### config.mk
export PLATFORM = sky130hd
export DESIGN_NAME = reorder_buffer
export DESIGN_NICKNAME = d
export VERILOG_FILES = /design/src/rtl/fcpu_pkg.sv /design/src/rtl/rob_ptr.sv /design/src/rtl/reorder_buffer.sv
export SDC_FILE = /design/constraint.sdc
export NUM_CORES = 1
export LEC_CHECK = 0
export CAP_MARGIN = 20
export CORE_ASPECT_RATIO = 0.6
export CORE_MARGIN = 2
export CORE_UTILIZATION = 35
export CTS_CLUSTER_SIZE = 24
export DETAILED_ROUTE_END_ITERATION = 10
export PLACE_DENSITY = 0.65
export SKIP_LAST_GASP = 1
export SYNTH_ARGS = -nofsm -noshare
export SYNTH_HDL_FRONTEND = slang
export SYNTH_HIERARCHICAL = 1
export SYNTH_SLANG_ARGS = --single-unit
### constraint.sdc
create_clock -name clk -period 3.05 [get_ports clk]
set_input_delay 0.61 -clock clk [delete_from_list [all_inputs] [get_ports clk]]
set_output_delay 0.61 -clock clk [all_outputs]
set_load 0.05 [all_outputs]
### src/rtl/fcpu_pkg.sv
// Shared definitions for the out-of-order core: bus widths, the reorder buffer
// entry layout and the CDB slice helpers used by the reorder buffer and the
// reservation station.
package fcpu_pkg;

   localparam int RSV_ID_W   = 5;
   localparam int DATA_W     = 32;
   localparam int REG_ADDR_W = 5;
   localparam int CDB_W      = RSV_ID_W + DATA_W;

   typedef struct packed {
      logic                  valid;
      logic                  done;
      logic [REG_ADDR_W-1:0] dest;
      logic [DATA_W-1:0]     data;
   } rob_entry_t;

   // Result tag carried in the upper field of a CDB word.
   function automatic logic [RSV_ID_W-1:0] cdb_tag(input logic [CDB_W-1:0] cdb_word);
      return cdb_word[DATA_W +: RSV_ID_W];
   endfunction

   // Result data carried in the lower field of a CDB word.
   function automatic logic [DATA_W-1:0] cdb_data(input logic [CDB_W-1:0] cdb_word);
      return cdb_word[DATA_W-1:0];
   endfunction

endpackage

### src/rtl/rob_ptr.sv
// Circular-buffer pointer with an extra wrap bit so that full and empty can be
// told apart when the index bits are equal. clr has priority over inc.
module rob_ptr #(
   parameter int W = 4
) (
   input  logic         clk,
   input  logic         nrst,
   input  logic         clr,
   input  logic         inc,
   output logic [W:0]   ptr
);

   logic [W:0] ptr_reg;
   logic [W:0] ptr_next;

   // Next pointer: clear wins, otherwise step by one and let the wrap bit toggle.
   always_comb begin
      ptr_next = ptr_reg;
      if (clr) begin
         ptr_next = '0;
      end else if (inc) begin
         ptr_next = ptr_reg + (W+1)'(1);
      end
   end

   // Pointer register.
   always_ff @(posedge clk or negedge nrst) begin
      if (!nrst) begin
         ptr_reg <= '0;
      end else begin
         ptr_reg <= ptr_next;
      end
   end

   assign ptr = ptr_reg;

endmodule

### src/rtl/reorder_buffer.sv
// In-order completion buffer. Hands out tags to dispatch, captures results
// from the CDB, answers operand lookups and retires the oldest completed
// entry to the register file.
// Optional feature: define ROB_BYPASS_EN to let lookups also see the CDB
// result broadcast in the same cycle.
module reorder_buffer
   import fcpu_pkg::*;
#(
   parameter int N_ENTRIES_W = 4,
   parameter int N_LOOKUP    = 2
) (
   input  logic                         clk,
   input  logic                         nrst,
   input  logic                         alloc_valid,
   input  logic [REG_ADDR_W-1:0]        alloc_dest,
   output logic                         alloc_ready,
   output logic [RSV_ID_W-1:0]          alloc_id,
   input  logic [N_LOOKUP*RSV_ID_W-1:0] lk_id,
   output logic [N_LOOKUP-1:0]          lk_done,
   output logic [N_LOOKUP*DATA_W-1:0]   lk_data,
   input  logic                         cdb_valid,
   input  logic [CDB_W-1:0]             cdb,
   input  logic                         flush,
   output logic                         commit_valid,
   output logic [RSV_ID_W-1:0]          commit_id,
   output logic [REG_ADDR_W-1:0]        commit_dest,
   output logic [DATA_W-1:0]            commit_data,
   input  logic                         commit_ready
);

   localparam int N_ENTRIES = 1 << N_ENTRIES_W;

   logic [N_ENTRIES_W:0]   head_ptr;
   logic [N_ENTRIES_W:0]   tail_ptr;
   logic [N_ENTRIES_W-1:0] head_idx;
   logic [N_ENTRIES_W-1:0] tail_idx;
   logic [N_ENTRIES_W-1:0] cdb_idx;
   logic [RSV_ID_W-1:0]    cdb_tag_w;
   logic [DATA_W-1:0]      cdb_data_w;
   logic                   full;
   logic                   alloc_fire;
   logic                   commit_fire;
   rob_entry_t             entry_q [N_ENTRIES];
   rob_entry_t             head_entry;

   assign head_idx   = head_ptr[N_ENTRIES_W-1:0];
   assign tail_idx   = tail_ptr[N_ENTRIES_W-1:0];
   assign cdb_tag_w  = cdb_tag(cdb);
   assign cdb_data_w = cdb_data(cdb);
   assign cdb_idx    = cdb_tag_w[N_ENTRIES_W-1:0];

   // Readiness depends on registered pointers only, so a commit in the same
   // cycle never opens a slot combinationally. A flush voids both handshakes.
   assign full        = (head_idx == tail_idx) && (head_ptr[N_ENTRIES_W] != tail_ptr[N_ENTRIES_W]);
   assign alloc_ready = !full;
   assign alloc_id    = RSV_ID_W'(tail_idx);
   assign alloc_fire  = alloc_valid && alloc_ready && !flush;
   assign commit_fire = commit_valid && commit_ready && !flush;

   rob_ptr #(.W(N_ENTRIES_W)) u_head_ptr (
      .clk  (clk),
      .nrst (nrst),
      .clr  (flush),
      .inc  (commit_fire),
      .ptr  (head_ptr)
   );

   rob_ptr #(.W(N_ENTRIES_W)) u_tail_ptr (
      .clk  (clk),
      .nrst (nrst),
      .clr  (flush),
      .inc  (alloc_fire),
      .ptr  (tail_ptr)
   );

   genvar gi;
   generate
      for (gi = 0; gi < N_ENTRIES; gi++) begin : g_entry
         rob_entry_t entry_reg;
         rob_entry_t entry_next;

         // Entry update: flush clears, alloc claims a free slot, CDB completes a
         // pending slot (a slot claimed this cycle was free, so CDB misses it),
         // commit releases the head.
         always_comb begin
            entry_next = entry_reg;
            if (flush) begin
               entry_next.valid = 1'b0;
               entry_next.done  = 1'b0;
            end else begin
               if (alloc_fire && (tail_idx == N_ENTRIES_W'(gi))) begin
                  entry_next.valid = 1'b1;
                  entry_next.done  = 1'b0;
                  entry_next.dest  = alloc_dest;
               end else if (cdb_valid && (cdb_idx == N_ENTRIES_W'(gi)) &&
                            entry_reg.valid && !entry_reg.done) begin
                  entry_next.done  = 1'b1;
                  entry_next.data  = cdb_data_w;
               end
               if (commit_fire && (head_idx == N_ENTRIES_W'(gi))) begin
                  entry_next.valid = 1'b0;
                  entry_next.done  = 1'b0;
               end
            end
         end

         // Entry storage.
         always_ff @(posedge clk or negedge nrst) begin
            if (!nrst) begin
               entry_reg <= '0;
            end else begin
               entry_reg <= entry_next;
            end
         end

         assign entry_q[gi] = entry_reg;
      end

      for (gi = 0; gi < N_LOOKUP; gi++) begin : g_lookup
         logic [RSV_ID_W-1:0]    lk_tag;
         logic [N_ENTRIES_W-1:0] lk_idx;
         logic                   lk_done_w;
         logic [DATA_W-1:0]      lk_data_w;

         assign lk_tag = lk_id[gi*RSV_ID_W +: RSV_ID_W];
         assign lk_idx = lk_tag[N_ENTRIES_W-1:0];

         // Operand lookup: completed entries report their result, anything else
         // reports not-done with zero data.
         always_comb begin
            lk_done_w = entry_q[lk_idx].valid & entry_q[lk_idx].done;
            lk_data_w = lk_done_w ? entry_q[lk_idx].data : '0;
`ifdef ROB_BYPASS_EN
            if (!lk_done_w && entry_q[lk_idx].valid && cdb_valid && (cdb_idx == lk_idx)) begin
               lk_done_w = 1'b1;
               lk_data_w = cdb_data_w;
            end
`endif
         end

         assign lk_done[gi]                 = lk_done_w;
         assign lk_data[gi*DATA_W +: DATA_W] = lk_data_w;

         if (RSV_ID_W > N_ENTRIES_W) begin : g_lk_hi
            logic unused_lk_hi;
            assign unused_lk_hi = ^lk_tag[RSV_ID_W-1:N_ENTRIES_W];
         end
      end

      if (RSV_ID_W > N_ENTRIES_W) begin : g_cdb_hi
         logic unused_cdb_hi;
         assign unused_cdb_hi = ^cdb_tag_w[RSV_ID_W-1:N_ENTRIES_W];
      end
   endgenerate

   // Commit port presents the head; payload is zeroed while nothing is ready.
   assign head_entry   = entry_q[head_idx];
   assign commit_valid = head_entry.valid & head_entry.done;
   assign commit_id    = RSV_ID_W'(head_idx);
   assign commit_dest  = commit_valid ? head_entry.dest : '0;
   assign commit_data  = commit_valid ? head_entry.data : '0;

endmodule

==> impl_metrics.ini <==
[floorplanning]
io_pins = 173
fp-row-count = 93
die_w_um = 428
die_area_um2 = 110000
start_util = 0.352
dieHeight_um = 258
coreArea_um2 = 107000

[setup_path]
max_stage_delay_ns = 0.50
r2r_start = u_head_ptr/ptr[1]
crit_family = buffers and inverters
crit_path_max_fanout = 6
r2r-end = entry_q[368]
cp.buffers_inverters = 5
crit_required_ns = 2.44
r2r_cells = 9
cp_slowest_cell = dfrtp_4
crit_type = reg -> out
cp.arrival_ns = 2.96
cp-end-kind = output pin
start_kind = flip-flop
worst-r2r-setup-slack_ns = 0.11
cp_cell_sequence = buf_12 > mux4_2 > and3_4 > o211ai_1 > buf_4 > buf_8 > buf_12 > o22ai_4 > buf_6
crit_top_cell = buf_12

[route]
first_iter_violations = 2398
drc = 0
vias = 25100
routed_wl_mm = 120
viasPerCell = 6.11
first_pass_iters = 7
wire_per_inst_um = 29.2
ant_nets = 0

[sta]
rsz0062_at_grt = yes
finalHoldViolations = 0
worst_pin_slew_ns = 0.899
max_freq_mhz = 280
relSlewSlack = 0.401
setup_viol = 104
post-route-period-util = 1.17
min_period_ns = 3.57
worst_clock_skew_ns = 0.0188
timing.hold.ws_ns = 0.503
slew_viol_final = 0
setup_ws_ns = -0.521

[logic_synthesis]
synthAdderAreaFrac = 0.000663
ys_top_cells_by_area = dfrtp_1, mux4_2, mux2_2, mux2i_1, nor2b_1
synth-xor-area-share = 0.00182
synth_ff_type = dfrtp_1
ys.warnings.count = 6
post-synth-top-area-fraction = 0.421
synth_most_common_cell = dfrtp_1
synth_area_um2 = 37700
synth_area_per_cell_um2 = 15.7
synthArstFlopShare = 1.00
ys_ff_latch = 634
synth_cell_types = 60
synth_common_cells = dfrtp_1, mux2_2, mux4_2
synth-edff-count = 0
netlist_instances = 2398
yosys.area_share.simple = 0.0356
synth.area.mux_share = 0.492
synth_compound_area_frac = 0.0193
synth_area_leader_cell = dfrtp_1
synth_top_family_by_area = multiplexers
yosysSeqAreaShare = 0.421

[power_and_ir_drop]
leakage_uw = 0.0195
ir_drop_v = 0.000429
power.density_nw_per_um2 = 391
total_power_uw = 18500

[final_layout]
nets = 2686
drive_gt1_frac = 0.629
syn_to_final_growth_pct = 25.2
largest_reg_flops = 624

[global_routing]
grt_pass1_vias = 26400
grt_max_degree = 77
grt_usage = 0.218
antenna_found_initial = 5
grt_pass1_wl_mm = 182
grt.overflow.total = 0

[placement]
hpwl_mm = 77.4
globalplace.congestion = 0.904
portBuffers = 167

[run_status]
failed_checks = setup timing
outcome = finished with violations

[clocking]
clock_sinks = 634
clkSlewWorstSetupHoldPaths_ns = 0.06
clockBufferDepth = 3
root_buffer = clkbuf_16
cts_tree = done
htree_levels = 2
clk_latency_ns = 0.66
cts_buffers = 60

[min_path]
hp-start = entry_q[34]
min_to = entry_q[34]
min_path_type = reg -> reg
whs_path_depth = 1

[run]
drv_cap = 0
## power by group
group	internal, µW	leakage [µW]	switching, µW
sequential	8520	0.00881	84.1
clock	4950	0.00108	3490
combinational	645	0.00962	788
total	14100	0.0195	4360
## final cells by class
class / count / area (µm²)
Fill cell: 9241 / 59800
Multi-Input combinational cell: 1522 / 22000
Sequential cell: 634 / 15900
Timing Repair Buffer: 403 / 5340
Tap cell: 1425 / 1780
Clock buffer: 83 / 1760
Clock inverter: 27 / 440
Inverter: 5 / 36.3
Antenna cell: 1 / 2.50
## worst max-delay path by stage
stage	startpoint	end	slack, ns	depth (start not counted)
floorplan	lk_id[8]	lk_data[34]	-0.12	6
global placement	u_head_ptr/ptr[1]	commit_data[28]	-0.41	7
detailed placement	u_head_ptr/ptr[1]	commit_data[28]	-0.37	7
CTS	u_head_ptr/ptr[1]	commit_data[29]	-0.54	9
global route	u_head_ptr/ptr[1]	commit_data[6]	-0.61	9
finish	u_head_ptr/ptr[1]	commit_data[6]	-0.52	9
## metal layers
metal  up-vias  GRT usage  wire (µm)
met3       234     0.0439       9370
met2      1212      0.341      56300
met4         6     0.0599       3420
met5         -          0         34
li1      10000          -          -
met1     13600      0.309      50700
## metrics by stage
step | utilization | setup WS [ns] | area [µm²] | TNS, ns | instances
after global placement | 0.407 | -0.406 | 43600 | -29.90 | 3945
after CTS | 0.438 | -0.539 | 46900 | -37.55 | 4090
after global routing | 0.441 | -0.611 | 47200 | -40.92 | 4100
after detailed placement | 0.407 | -0.373 | 43600 | -27.71 | 3945
after floorplan | - | -0.125 | 38500 | -7.43 | 2399
final | 0.441 | -0.521 | 47200 | -33.52 | 4100
## cell usage in the layout, fill, tap and decap left out, types with 28 or more instances in the layout
cell type,n
dfrtp_1,630
buf_12,122
clkdlybuf4s50_1,50
buf_4,128
buf_6,58
nor2_1,28
mux2i_1,61
clkbuf_16,64
mux2_4,32
nand2_1,45
nor2b_4,64
mux4_2,482
mux2_2,546
o22ai_4,37
## cell families (layout without fill, tap and decap cells)
group           count (synthesis)  in the layout
xor+xnor                        7              7
flops                         634            634
buf+inv                       243            518
mux                          1166           1166
compound gates                104            104
other cells                     1              3
fa+ha+maj                       2              2
simple gates                  241            241
## timing repair
| action | 4_1_cts | 5_1_grt |
|---|---|---|
| cloned | 8 | 2 |
| setup endpoints to repair | 110 | 105 |
| hold endpoints to repair | 46 | 0 |
| hold buffers | 1 | 0 |
| pin swaps | 15 | 3 |
| setup buffers | 27 | 15 |
| resized for setup | 172 | 76 |
Note: power is estimated with default switching activity, not from simulation.
